## src/rtl/painter_seq_pkg.sv

```systemverilog
// Shared types and widths for the painter scan sequencer.
package painter_seq_pkg;

    localparam int LINE_W     = 64;
    localparam int X_W        = 6;
    localparam int RGB_W      = 3;
    localparam int FRAME_W    = 10;
    localparam int SUBFRAME_W = 8;

    typedef enum logic [2:0] {
        IDLE,
        FILL,
        DRAIN,
        WAIT,
        SWAP
    } seq_state_t;

    typedef struct packed {
        logic           valid;
        logic [X_W-1:0] x;
    } cap_entry_t;

endpackage

```

## src/rtl/painter_sequencer_if.sv

```systemverilog
// Painter scan bus plus panel-driver row handshake; master = sequencer side.
interface painter_sequencer_if;
    import painter_seq_pkg::*;

    logic [X_W-1:0]        p_x;
    logic [X_W-1:0]        p_y;
    logic [FRAME_W-1:0]    p_frame;
    logic [SUBFRAME_W-1:0] p_subframe;
    logic [RGB_W-1:0]      p_rgb;
    logic                  row_ready;
    logic                  row_ack;
    logic [X_W-1:0]        row_y;
    logic [X_W-1:0]        rd_addr;
    logic [RGB_W-1:0]      rd_rgb;

    modport master (
        output p_x, p_y, p_frame, p_subframe,
        input  p_rgb,
        output row_ready, row_y, rd_rgb,
        input  row_ack, rd_addr
    );

    modport slave (
        input  p_x, p_y, p_frame, p_subframe,
        output p_rgb,
        input  row_ready, row_y, rd_rgb,
        output row_ack, rd_addr
    );

endinterface

```

## src/rtl/painter_sequencer_row_buffer_2x.sv

```systemverilog
// Two 64x3 row banks: back bank written by capture, front bank read (registered) by the driver.
module row_buffer_2x
    import painter_seq_pkg::*;
(
    input  logic             clk,
    input  logic             resetn,
    input  logic             swap,
    input  logic             wr_en,
    input  logic [X_W-1:0]   wr_addr,
    input  logic [RGB_W-1:0] wr_data,
    input  logic [X_W-1:0]   rd_addr,
    output logic [RGB_W-1:0] rd_data
);

    logic [RGB_W-1:0] bank0 [LINE_W];
    logic [RGB_W-1:0] bank1 [LINE_W];
    logic             front_sel;

    always_ff @(posedge clk or negedge resetn) begin
        if (!resetn) begin
            front_sel <= 1'b0;
        end else if (swap) begin
            front_sel <= ~front_sel;
        end
    end

    // front_sel=0: bank0 is front, bank1 is back
    always_ff @(posedge clk) begin
        if (wr_en) begin
            if (front_sel) begin
                bank0[wr_addr] <= wr_data;
            end else begin
                bank1[wr_addr] <= wr_data;
            end
        end
    end

    always_ff @(posedge clk or negedge resetn) begin
        if (!resetn) begin
            rd_data <= '0;
        end else begin
            rd_data <= front_sel ? bank1[rd_addr] : bank0[rd_addr];
        end
    end

endmodule

```

## src/rtl/painter_sequencer.sv

```systemverilog
// Scan sequencer: walks x/y/frame/subframe into the painter and double-buffers captured rows.
// Optional stall counter enabled by defining PAINTER_SEQ_STALL_EN.
module painter_sequencer
    import painter_seq_pkg::*;
#(
    parameter int DELAY     = 3,
    parameter int SUBFRAMES = 256
) (
    input  logic                clk,
    input  logic                resetn,
    input  logic                run,
    painter_sequencer_if.master bus
`ifdef PAINTER_SEQ_STALL_EN
    ,
    output logic [15:0]         stall_count
`endif
);

    // state | meaning
    // IDLE  | halted, waiting for run
    // FILL  | issuing p_x 0..63 for row p_y
    // DRAIN | waiting DELAY cycles for the last capture to land
    // WAIT  | back row complete, driver still owns the front row
    // SWAP  | exchange banks, publish row, advance counters

    seq_state_t            state, state_nxt;
    logic [X_W-1:0]        x_q, y_q, row_y_q;
    logic [FRAME_W-1:0]    frame_q;
    logic [SUBFRAME_W-1:0] sub_q;
    logic                  row_ready_q;
    logic [2:0]            drain_cnt;
    logic                  swap;
    logic [RGB_W-1:0]      rd_rgb_w;
    cap_entry_t            cap_pipe [DELAY];

    always_ff @(posedge clk or negedge resetn) begin
        if (!resetn) begin
            state <= IDLE;
        end else begin
            state <= state_nxt;
        end
    end

    always_comb begin
        state_nxt = state;
        swap      = 1'b0;
        case (state)
            IDLE:    if (run) state_nxt = FILL;
            FILL:    if (x_q == X_W'(LINE_W - 1)) state_nxt = DRAIN;
            DRAIN:   if (drain_cnt == '0) state_nxt = row_ready_q ? WAIT : SWAP;
            WAIT:    if (!row_ready_q) state_nxt = SWAP;
            SWAP: begin
                swap      = 1'b1;
                state_nxt = run ? FILL : IDLE;
            end
            default: state_nxt = IDLE;
        endcase
    end

    // x wraps 63 -> 0 on the last FILL cycle, so it rests at 0 outside FILL
    always_ff @(posedge clk or negedge resetn) begin
        if (!resetn) begin
            x_q       <= '0;
            drain_cnt <= '0;
        end else begin
            if (state == FILL) begin
                x_q       <= x_q + 1'b1;
                drain_cnt <= 3'(DELAY - 1);
            end else if (state == DRAIN && drain_cnt != '0) begin
                drain_cnt <= drain_cnt - 1'b1;
            end
        end
    end

    always_ff @(posedge clk or negedge resetn) begin
        if (!resetn) begin
            y_q         <= '0;
            sub_q       <= '0;
            frame_q     <= '0;
            row_y_q     <= '0;
            row_ready_q <= 1'b0;
        end else begin
            if (swap) begin
                row_ready_q <= 1'b1;
                row_y_q     <= y_q;
                if (y_q == X_W'(LINE_W - 1)) begin
                    y_q <= '0;
                    if (sub_q == SUBFRAME_W'(SUBFRAMES - 1)) begin
                        sub_q   <= '0;
                        frame_q <= frame_q + 1'b1;
                    end else begin
                        sub_q <= sub_q + 1'b1;
                    end
                end else begin
                    y_q <= y_q + 1'b1;
                end
            end else if (bus.row_ack) begin
                row_ready_q <= 1'b0;
            end
        end
    end

    // capture pipe tracks which x the painter output belongs to
    always_ff @(posedge clk or negedge resetn) begin
        if (!resetn) begin
            for (int i = 0; i < DELAY; i++) cap_pipe[i] <= '0;
        end else begin
            cap_pipe[0] <= '{valid: (state == FILL), x: x_q};
            for (int i = 1; i < DELAY; i++) cap_pipe[i] <= cap_pipe[i-1];
        end
    end

`ifdef PAINTER_SEQ_STALL_EN
    always_ff @(posedge clk or negedge resetn) begin
        if (!resetn) begin
            stall_count <= '0;
        end else if (state == WAIT && stall_count != 16'hFFFF) begin
            stall_count <= stall_count + 1'b1;
        end
    end
`endif

    row_buffer_2x u_rows (
        .clk     (clk),
        .resetn  (resetn),
        .swap    (swap),
        .wr_en   (cap_pipe[DELAY-1].valid),
        .wr_addr (cap_pipe[DELAY-1].x),
        .wr_data (bus.p_rgb),
        .rd_addr (bus.rd_addr),
        .rd_data (rd_rgb_w)
    );

    assign bus.p_x        = x_q;
    assign bus.p_y        = y_q;
    assign bus.p_frame    = frame_q;
    assign bus.p_subframe = sub_q;
    assign bus.row_ready  = row_ready_q;
    assign bus.row_y      = row_y_q;
    assign bus.rd_rgb     = rd_rgb_w;

endmodule

```

## src/flat_wrapper.sv

```systemverilog
// flat-port wrapper written by rule: the top's interface ports become plain ports
module painter_sequencer_flat import painter_seq_pkg::*;
#(
    parameter int DELAY     = 3,
    parameter int SUBFRAMES = 256
)
  (clk, resetn, run, bus_p_x, bus_p_y, bus_p_frame, bus_p_subframe, bus_p_rgb, bus_row_ready, bus_row_y, bus_rd_rgb, bus_row_ack, bus_rd_addr);
  painter_sequencer_if bus_i ();
  input  logic clk;
  input  logic resetn;
  input  logic run;
  output wire logic [$bits(bus_i.p_x)-1:0] bus_p_x;
  output wire logic [$bits(bus_i.p_y)-1:0] bus_p_y;
  output wire logic [$bits(bus_i.p_frame)-1:0] bus_p_frame;
  output wire logic [$bits(bus_i.p_subframe)-1:0] bus_p_subframe;
  input wire logic [$bits(bus_i.p_rgb)-1:0] bus_p_rgb;
  output wire logic [$bits(bus_i.row_ready)-1:0] bus_row_ready;
  output wire logic [$bits(bus_i.row_y)-1:0] bus_row_y;
  output wire logic [$bits(bus_i.rd_rgb)-1:0] bus_rd_rgb;
  input wire logic [$bits(bus_i.row_ack)-1:0] bus_row_ack;
  input wire logic [$bits(bus_i.rd_addr)-1:0] bus_rd_addr;
  assign bus_p_x = bus_i.p_x;
  assign bus_p_y = bus_i.p_y;
  assign bus_p_frame = bus_i.p_frame;
  assign bus_p_subframe = bus_i.p_subframe;
  assign bus_i.p_rgb = bus_p_rgb;
  assign bus_row_ready = bus_i.row_ready;
  assign bus_row_y = bus_i.row_y;
  assign bus_rd_rgb = bus_i.rd_rgb;
  assign bus_i.row_ack = bus_row_ack;
  assign bus_i.rd_addr = bus_rd_addr;
  painter_sequencer #(.DELAY(DELAY), .SUBFRAMES(SUBFRAMES)) u_core (.clk(clk), .resetn(resetn), .run(run), .bus(bus_i));
endmodule
```

## config.mk

```make
export PLATFORM = sky130hd
export DESIGN_NAME = painter_sequencer_flat
export DESIGN_NICKNAME = d
export VERILOG_FILES = /design/src/rtl/painter_seq_pkg.sv /design/src/rtl/painter_sequencer_if.sv /design/src/rtl/painter_sequencer_row_buffer_2x.sv /design/src/rtl/painter_sequencer.sv /design/src/flat_wrapper.sv
export SDC_FILE = /design/constraint.sdc
export NUM_CORES = 1
export LEC_CHECK = 0
export BUFFER_PORTS_ARGS = -buffer_cell sky130_fd_sc_hd__buf_2
export CAP_MARGIN = 25
export CORE_MARGIN = 2
export CORE_UTILIZATION = 41
export CTS_BUF_LIST = sky130_fd_sc_hd__clkbuf_8
export DETAILED_ROUTE_END_ITERATION = 6
export SLEW_MARGIN = 25
export SYNTH_ARGS = -nofsm -noshare
export SYNTH_HDL_FRONTEND = slang
export SYNTH_SLANG_ARGS = --single-unit
```

## constraint.sdc

```tcl
create_clock -name clk -period 3.3 [get_ports clk]
set_clock_uncertainty 0.15 [all_clocks]
set_input_delay 0.33 -clock clk [delete_from_list [all_inputs] [get_ports clk]]
set_output_delay 0.33 -clock clk [all_outputs]
set_load 0.01 [all_outputs]
```

==> impl_metrics.env, run 1 <==
export IMPL_status="completed"
export IMPL_wl_met2_um=17810
export IMPL_final_hold_viol_count=0
export IMPL_crit_type="flop to flop"
export IMPL_fin_crit_sh_pct=77.44
export IMPL_ys_ff_latch=452
export IMPL_yosysWarnings=0
export IMPL_cp_required_ps=3410
export IMPL_crit_chain="or3b_2, inv_1, nand2_1, nor2_1"
export IMPL_grt_pass1_wl_um=57770
export IMPL_synth_top_cell_area_share_pct=64.49
export IMPL_first_iter_violations=742
export IMPL_cp_arrival_ps=2660
export IMPL_drtPass1Iterations=4
export IMPL_drc_errors=0
export IMPL_tightest_slew_ps=847.3
export IMPL_drive_above_1_share_pct=28.13
export IMPL_slew_limit_headroom_pct=43.52
export IMPL_min_period_ps=2556
export IMPL_synth_most_common_cell="edfxtp_1"
export IMPL_clock_sinks=452
export IMPL_slowest_stage="or3b_2"
export IMPL_power_leakage_uw=0.006886
export IMPL_vias_per_cell=5.321
export IMPL_clockRootBuffer="clkbuf_8"
export IMPL_max_clock_path_buffers=3
export IMPL_grt_ovfl_total=0
export IMPL_synthArstFlopShare_pct=15.04
export IMPL_clk_latency_ps=610
export IMPL_powerDensity_nw_per_um2=552.6
export IMPL_area_growth_pct=13.85
export IMPL_die_x_um=212.8
export IMPL_fill_cells=3594
export IMPL_synthCells=942
export IMPL_place_inst=1553
export IMPL_yosysTopAreaCell="edfxtp_1"
export IMPL_fmax_ghz=0.3913
export IMPL_wl_met3_um=2440
export IMPL_yosys_top_cells_area="edfxtp_1 64%, mux4_2 16%, dfrtp_1 9.5%"
export IMPL_synthesis_area_um2=17880
export IMPL_grt_antenna_before_repair=0
export IMPL_worstSetupEndpointType="flop"
export IMPL_syn_num_nets=961
export IMPL_cts_htree_levels=3
export IMPL_r2r_start="u_core.cap_pipe[2]"
export IMPL_postRouteAntennaNets=0
export IMPL_slowest_delay_ps=710
export IMPL_reg2reg_depth=4
export IMPL_final_cells=1687
export IMPL_grt_use_total_pct=17.33
export IMPL_avgSynthCellArea_um2=18.98
export IMPL_rr_endpoint="u_core.u_rows.bank1[49][2]"
export IMPL_io_buffers=52
export IMPL_cts_buffers=75
export IMPL_synth_ff_type="edfxtp_1"
export IMPL_synth_seq_area_share_pct=74.00
export IMPL_min_to="u_core.u_rows.bank1[21][1]"
export IMPL_crit_fanout=9
export IMPL_dp_hpwl_um=22990
export IMPL_tns_ps=0
export IMPL_ys_types=35
export IMPL_synth_common_cells="384 x edfxtp_1, 138 x nor2_1, 126 x mux4_2, 68 x dfrtp_1, 48 x nand2_1"
export IMPL_cts_tree="built"
export IMPL_cap_violations=0
export IMPL_io_pins=53
export IMPL_core_um2=43080
export IMPL_grt_pass1_vias=9495
export IMPL_n_antenna_cell=0
export IMPL_rsz0062_at_grt="false"
export IMPL_rrSetupSlack_ps=740
export IMPL_hold_path_startpoint="bus_p_rgb[1]"
export IMPL_min_path_cells=1
export IMPL_routedWlPerCell_um=22.36
export IMPL_die_area_um2=45300
export IMPL_grt_max_degree=81
export IMPL_synth_enable_flop_cells=384
export IMPL_routedLengthMet1_um=16630
export IMPL_peakVddDrop_mv=0.3207
export IMPL_fin_nets=1067
export IMPL_num_rows=76
export IMPL_routabilityCongestion=0.7560
export IMPL_drv_slew=0
export IMPL_fin_hold_ws_ps=104.9
export IMPL_cp_start_kind="flop"
export IMPL_ctsResizeCount=0
export IMPL_min_path_type="primary input to flop"
export IMPL_setup_violations=0
export IMPL_die_y_um=212.8
export IMPL_start_util_pct=41.51
export IMPL_clkTransAtPathRegs_ps=60
export IMPL_top_layer_used="met4"
export IMPL_totalWireLength_um=37720
export IMPL_via_count=8977
-- cells in the final DEF (no fill, tap or decap), types with 10 or more instances in the layout --
cell / instances
edfxtp_1: 384
nor2_1: 138
mux4_2: 126
clkbuf_8: 80
dfrtp_1: 68
nand2_1: 48
buf_2: 47
inv_1: 38
buf_4: 17
clkinv_1: 15
xnor2_1: 14
clkinv_2: 12
nand3_1: 10
-- flip-flops by register name (all words and copies together), names as in the netlist --
name                     flops
u_core.u_rows.bank0        192
u_core.u_rows.bank1        192
u_core.cap_pipe             21
u_core.bus.p_frame          10
u_core.bus.p_subframe        8
u_core.bus.p_x               6
u_core.bus.p_y               6
u_core.bus.row_y             6
u_core.drain_cnt             3
u_core.state                 3
u_core.u_rows.rd_data        3
u_core.bus.row_ready         1
u_core.u_rows.front_sel      1
-- worst max-delay path, delay by kind of cell (launching register included) --
| kind | cells | cell delay, ps |
|---|---|---|
| and+or+nand+nor | 3 | 1490 |
| DFF | 1 | 450 |
| buffers and inverters | 1 | 110 |
-- routing by layer --
metal  GRT usage [%]  vias up
met5               0        -
met4           6.270        0
met3           4.059       69
met2           26.67      269
met1           24.31     4709
li1                -     3930
-- cells by family (layout without fill, tap and decap cells) --
kind of cell    after synthesis  count (layout)  share of synthesized area [%]
flops                       452             452                          74.00
compound gates               22              22                         0.7348
mux                         132             132                          16.25
buf+inv                      68             228                          1.630
xor+xnor                     23              23                          1.127
fa+ha+maj                     6               6                         0.4198
simple gates                239             239                          5.836
-- per-stage QoR --
step           setup WS, ps  power [uW]  instance area, um^2  utilization [%]
3_3_place_gp          320.1        6781                18950            43.99
2_1_floorplan         344.5        6579                17880                -
4_1_cts               712.7       11400                20360            47.26
6_report              744.5       11250                20360            47.26
3_5_place_dp          310.9        6783                18950            43.99
5_1_grt               577.8       11650                20360            47.26
-- how the worst max path moves through the flow --
stage,to,slack (ps),cells after the start,from
final,u_core.u_rows.bank1[49][2],740,4,u_core.cap_pipe[2]
after global routing,u_core.bus.p_frame[7],580,6,u_core.state[1]
after CTS,u_core.u_rows.bank1[49][2],710,4,u_core.cap_pipe[2]
after detailed placement,u_core.u_rows.rd_data[2],310,6,bus_rd_addr[0]
after global placement,u_core.u_rows.rd_data[0],320,6,bus_rd_addr[0]
after floorplan,u_core.u_rows.rd_data[0],340,7,bus_rd_addr[2]
-- layout make-up --
class	count	area [um^2]	share of cell area, %
clock buffers	80	1101	5.409
multi-input cells	422	4357	21.40
flip-flops and latches	452	13230	65.00
repair buffers	77	584.3	2.870
clock inverters	51	275.3	1.352
inverters	20	75.07	0.3688
well taps	585	732.0	3.596
-- where the power goes --
group	leakage (uW)	internal, uW	total, uW	switching [uW]
registers	0.00430	6210	6210	4.49
logic	0.00181	204	445	241
clock network	0.000775	2400	4590	2200
-- repair_timing --
item / CTS / global route
buffers inserted: 0 / 0
endpoints found under the hold margin: 40 / 0
hold buffers: 3 / 0
(Power assumes the default switching activity.)
==> run 2: changes to the inputs <==
==> constraint.sdc (replaced) <==
create_clock -name clk -period 2.45 [get_ports clk]
set_clock_uncertainty 0.15 [all_clocks]
set_input_delay 0.245 -clock clk [delete_from_list [all_inputs] [get_ports clk]]
set_output_delay 0.245 -clock clk [all_outputs]
set_load 0.01 [all_outputs]
==> run 2 against run 1 <==
Effect of this change:
- the run now ends with negative setup slack left
- combinational power up 41%
- non-clock buffer count up 41
- critical path depth did not move
- first-iteration DRC count down 24%
- wire length is 2.0% higher
- critical endpoint is now u_core.u_rows.rd_data[1]
- largest power group unchanged
==> impl_metrics.env, run 2 (same netlist as run 1, synthesis figures left out) <==
export IMPL_min_path_type="primary input to flop"
export IMPL_clockRootBuffer="clkbuf_8"
export IMPL_min_path_cells=3
export IMPL_cp_required_ps=2780
export IMPL_peakVddDrop_mv=0.3543
export IMPL_grt_pass1_vias=9551
export IMPL_setup_ws_ps=-39.52
export IMPL_dp_hpwl_um=24180
export IMPL_fin_nets=1110
export IMPL_grt_ovfl_total=0
export IMPL_rsz0062_at_grt="true"
export IMPL_tightest_slew_ps=896.5
export IMPL_cts_buffers=77
export IMPL_multi_input_area_um2=4387
export IMPL_fin_hold_ws_ps=120.0
export IMPL_grt_use_total_pct=17.70
export IMPL_drtPass1Iterations=5
export IMPL_n_antenna_cell=0
export IMPL_grt_max_degree=69
export IMPL_fin_util_pct=48.16
export IMPL_fin_crit_sh_pct=101.6
export IMPL_fill_cells=3553
export IMPL_drc_errors=0
export IMPL_final_common_cell="edfxtp_1"
export IMPL_vias_per_cell=5.256
export IMPL_violations="negative setup slack"
export IMPL_clkTransAtPathRegs_ps=60
export IMPL_fmax_ghz=0.4017
export IMPL_clock_sinks=452
export IMPL_die_area_um2=45300
export IMPL_io_pins=53
export IMPL_die_y_um=212.8
export IMPL_grt_pass1_wl_um=58770
export IMPL_status="finished with violations"
export IMPL_start_util_pct=41.51
export IMPL_cp_start_kind="flop"
export IMPL_final_hold_viol_count=0
export IMPL_cts_htree_levels=3
export IMPL_min_period_ps=2490
export IMPL_first_iter_violations=563
export IMPL_powerDensity_nw_per_um2=724.8
export IMPL_cts_tree="built"
export IMPL_seqCellArea_um2=13230
export IMPL_crit_fanout=1
export IMPL_drive_above_1_share_pct=29.83
export IMPL_routabilityCongestion=0.7826
export IMPL_num_rows=76
export IMPL_clk_latency_ps=600
export IMPL_crit_type="flop to flop"
export IMPL_total_power_uw=15040
export IMPL_totalWireLength_um=38470
export IMPL_cap_violations=0
export IMPL_reg_top3="u_core.u_rows.bank0 x192, u_core.u_rows.bank1 x192, u_core.cap_pipe x21"
export IMPL_die_x_um=212.8
export IMPL_io_buffers=52
export IMPL_grt_antenna_before_repair=0
export IMPL_max_clock_path_buffers=3
export IMPL_via_count=9120
export IMPL_core_um2=43080
export IMPL_worstSetupEndpointType="flop"
export IMPL_setup_violations=3
export IMPL_cp_arrival_ps=2820
export IMPL_postRouteAntennaNets=0
export IMPL_final_cell_mix="384 x edfxtp_1, 138 x nor2_1, 126 x mux4_2"
export IMPL_drv_slew=0
export IMPL_reg2reg_depth=4
export IMPL_area_growth_pct=16.01
export IMPL_power_leakage_uw=0.007131
export IMPL_routedWlPerCell_um=22.17
export IMPL_slew_limit_headroom_pct=40.24
export IMPL_cts_setup_buffers=0
[run 2: changes by cell type in the layout (fill, tap and decap cells not counted), moves of 3 or more]
cell / before / now
nor4_1: 3 / 0
buf_4: 17 / 53
clkinv_2: 12 / 4
mux2_2: 6 / 3
inv_1: 38 / 48
clkinv_1: 15 / 20
clkbuf_8: 80 / 85
buf_12: 9 / 12
nor4_2: 0 / 3
mux2_4: 0 / 3
dlygate4sd3_1: 3 / 6
[run 2: critical path, stage by stage, from the launching register on]
cell and delay, ps:
edfxtp_1 410, mux4_2 490, mux4_2 510, mux4_2 530
mux2_4 290
[run 2: what timing repair did]
item                                    in CTS  in global routing
hold buffers                                 6                  0
cloned                                       0                  0
pin swaps                                    0                  2
endpoints found under the setup margin       3                  5
gates resized for setup                      0                  3
endpoints found under the hold margin      148                  0
[run 2: power breakdown]
group / total (uW) / internal (uW) / switching (uW)
sequential: 8370 / 8360 / 4.51
clock: 6040 / 3160 / 2880
combinational: 628 / 300 / 329
[run 2: metrics by stage]
| step | setup TNS, ps | setup slack [ps] | std cells | cell area (um^2) |
|---|---|---|---|---|
| global placement | -1216 | -411.0 | 1591 | 19290 |
| floorplan | -399.3 | -133.1 | 942 | 17990 |
| finish | -75.41 | -39.52 | 1735 | 20740 |
| CTS | -99.53 | -52.35 | 1735 | 20720 |
| global route | -193.2 | -77.58 | 1735 | 20740 |
| detailed placement | -1268 | -429.6 | 1591 | 19290 |
[run 2: final cells by class]
class | instances | area share, %
flip-flops and latches | 452 | 63.79
multi-input cells | 422 | 21.15
clock buffers | 85 | 5.640
repair buffers | 118 | 4.530
well taps | 585 | 3.529
clock inverters | 53 | 1.001
inverters | 20 | 0.3619
[run 2: worst paths after layout]
path                                            startpoint                  endpoint  slack (ps)
worst min-delay path                        bus_rd_addr[5]  u_core.u_rows.rd_data[1]         120
worst max-delay path            u_core.u_rows.bank0[36][1]  u_core.u_rows.rd_data[1]         -40
min in group asynchronous                           resetn  u_core.bus.p_subframe[3]         170
worst max register to register  u_core.u_rows.bank0[36][1]  u_core.u_rows.rd_data[1]         -40
max in group asynchronous                           resetn  u_core.u_rows.rd_data[2]        1390
worst min register to register         u_core.cap_pipe[12]        u_core.cap_pipe[5]         200
[run 2: routing by layer]
layer	track usage (%)	vias to the layer above	part of all wire (%)	routed length, um
li1	-	4033	-	-
met1	24.90	4772	44	16840
met2	28.34	279	49	18910
met3	3.530	36	5.9	2279
met4	4.895	0	1.1	433
met5	0	-	0	0
==> run 3: changes to the inputs <==
==> constraint.sdc (replaced) <==
create_clock -name clk -period 2.55 [get_ports clk]
set_clock_uncertainty 0.15 [all_clocks]
set_input_delay 0.255 -clock clk [delete_from_list [all_inputs] [get_ports clk]]
set_output_delay 0.255 -clock clk [all_outputs]
set_load 0.01 [all_outputs]
==> run 3 against run 2 <==
Effect of this change:
- the flow now finishes without violations
- wire length is 1.1% lower
- sequential cell count stayed put
- critical path depth stayed put
- first-iteration DRC count is 20% higher
- sequential power is 3.9% lower
- setup slack better by 120 ps
==> impl_metrics.env, run 3 (same netlist as run 1, synthesis figures left out) <==
export IMPL_status="completed"
export IMPL_num_rows=76
export IMPL_core_um2=43080
export IMPL_cts_buffers=76
export IMPL_cts_tree="built"
export IMPL_placed_cell_area_um2=19260
export IMPL_reg_top3="u_core.u_rows.bank0 x192, u_core.u_rows.bank1 x192, u_core.cap_pipe x21"
export IMPL_dp_hpwl_um=23950
export IMPL_start_util_pct=41.51
export IMPL_die_area_um2=45300
export IMPL_io_buffers=52
export IMPL_min_path_type="primary input to flop"
export IMPL_slew_limit_headroom_pct=40.33
export IMPL_clock_sinks=452
export IMPL_crit_type="flop to flop"
export IMPL_cp_required_ps=2880
export IMPL_power_leakage_uw=0.007100
export IMPL_die_x_um=212.8
export IMPL_grt_pass1_vias=9567
export IMPL_peakVddDrop_mv=0.4009
export IMPL_final_hold_viol_count=0
export IMPL_fin_nets=1100
export IMPL_cts_htree_levels=3
export IMPL_cap_violations=0
export IMPL_fmax_ghz=0.4042
export IMPL_min_period_ps=2474
export IMPL_rrSetupSlack_ps=80
export IMPL_rsz0062_at_grt="true"
export IMPL_routabilityCongestion=0.7756
export IMPL_powerDensity_nw_per_um2=701.1
export IMPL_n_antenna_cell=0
export IMPL_fill_cells=3585
export IMPL_clockRootBuffer="clkbuf_8"
export IMPL_drc_errors=0
export IMPL_cp_start_kind="flop"
export IMPL_io_pins=53
export IMPL_grt_pass1_wl_um=58390
export IMPL_fin_crit_sh_pct=97.02
export IMPL_via_count=9119
export IMPL_clkTransAtPathRegs_ps=60
export IMPL_grt_antenna_before_repair=0
export IMPL_first_iter_violations=677
export IMPL_tightest_slew_ps=895.1
export IMPL_post_place_ws_ps=-326.7
export IMPL_cp_arrival_ps=2810
export IMPL_routedWlPerCell_um=22.09
export IMPL_worstSetupEndpointType="flop"
export IMPL_final_common_cell="edfxtp_1"
export IMPL_grt_use_total_pct=17.49
export IMPL_setup_violations=0
export IMPL_drtPass1Iterations=4
export IMPL_grt_max_degree=69
export IMPL_max_clock_path_buffers=3
export IMPL_grt_ovfl_total=0
export IMPL_area_growth_pct=15.79
export IMPL_setup_ws_ps=75.91
export IMPL_drive_above_1_share_pct=29.38
export IMPL_final_cell_mix="384 x edfxtp_1, 138 x nor2_1, 126 x mux4_2"
export IMPL_clk_latency_ps=610
export IMPL_ctsResizeCount=0
export IMPL_drv_slew=0
export IMPL_postRouteAntennaNets=0
export IMPL_die_y_um=212.8
export IMPL_totalWireLength_um=38050
export IMPL_crit_fanout=1
export IMPL_vias_per_cell=5.296
export IMPL_design_area_um2=20700
-- run 3: cell count changes in the layout (fill, tap and decap cells not counted), sizes merged --
cell         change
buf              -8
clkinv           -3
inv              -2
bufinv           +1
dlygate4sd3      -1
-- run 3: area by class of cell --
type | instances | area [um^2] | share of cell area [%]
Inverter | 20 | 75.07 | 0.3626
Clock inverter | 49 | 220.2 | 1.064
Sequential cell | 452 | 13230 | 63.91
Timing Repair Buffer | 109 | 907.1 | 4.381
Tap cell | 585 | 732.0 | 3.535
Multi-Input combinational cell | 422 | 4368 | 21.10
Clock buffer | 85 | 1170 | 5.650
-- run 3: final timing paths --
kind / from / to / cells past startpoint
setup / recovery: u_core.u_rows.bank0[62][0] / u_core.u_rows.rd_data[0] / 4
hold / removal: bus_p_rgb[0] / u_core.u_rows.bank1[48][0] / 1
setup reg to reg: u_core.u_rows.bank0[62][0] / u_core.u_rows.rd_data[0] / 4
hold reg to reg: u_core.cap_pipe[16] / u_core.cap_pipe[9] / 0
max in group asynchronous: resetn / u_core.cap_pipe[18] / 2
min in group asynchronous: resetn / u_core.bus.p_frame[6] / 2
-- run 3: metal layers --
layer / wire, um / share of wire (%) / track usage [%]
met1: 16700 / 44 / 24.55
met2: 18350 / 48 / 27.29
met3: 2373 / 6.2 / 4.265
met4: 626 / 1.6 / 5.209
met5: 0 / 0 / 0
-- run 3: report_power, final --
part | internal [uW] | switching, uW | leakage (uW)
Clock | 3130 | 2740 | 0.000809
Combinational | 291 | 320 | 0.00199
Sequential | 8030 | 5.12 | 0.00430
-- run 3: what timing repair did --
| item | 4_1_cts | 5_1_grt |
|---|---|---|
| hold buffers | 5 | 0 |
| setup buffers | 0 | 0 |
| hold endpoints to repair | 109 | 0 |
| endpoints found under the setup margin | 0 | 1 |
-- run 3: metrics by stage --
stage / setup TNS [ps] / total power (uW) / instances / hold slack [ps] / utilization, %
after detailed placement: -953.9 / 8809 / 1583 / 184.7 / 44.72
after floorplan: -129.3 / 8537 / 942 / -190.6 / -
after global routing: -18.58 / 15070 / 1722 / 71.23 / 48.07
after CTS: 0 / 14700 / 1722 / 39.64 / 48.07
final: 0 / 14520 / 1722 / 56.82 / 48.07
after global placement: -946.6 / 8804 / 1583 / 184.8 / 44.72
-- run 3: critical path: stages, from the launching register on --
cell and delay, ps:
edfxtp_1 390, mux4_2 470, mux4_2 540, mux4_2 530, mux2_4 280
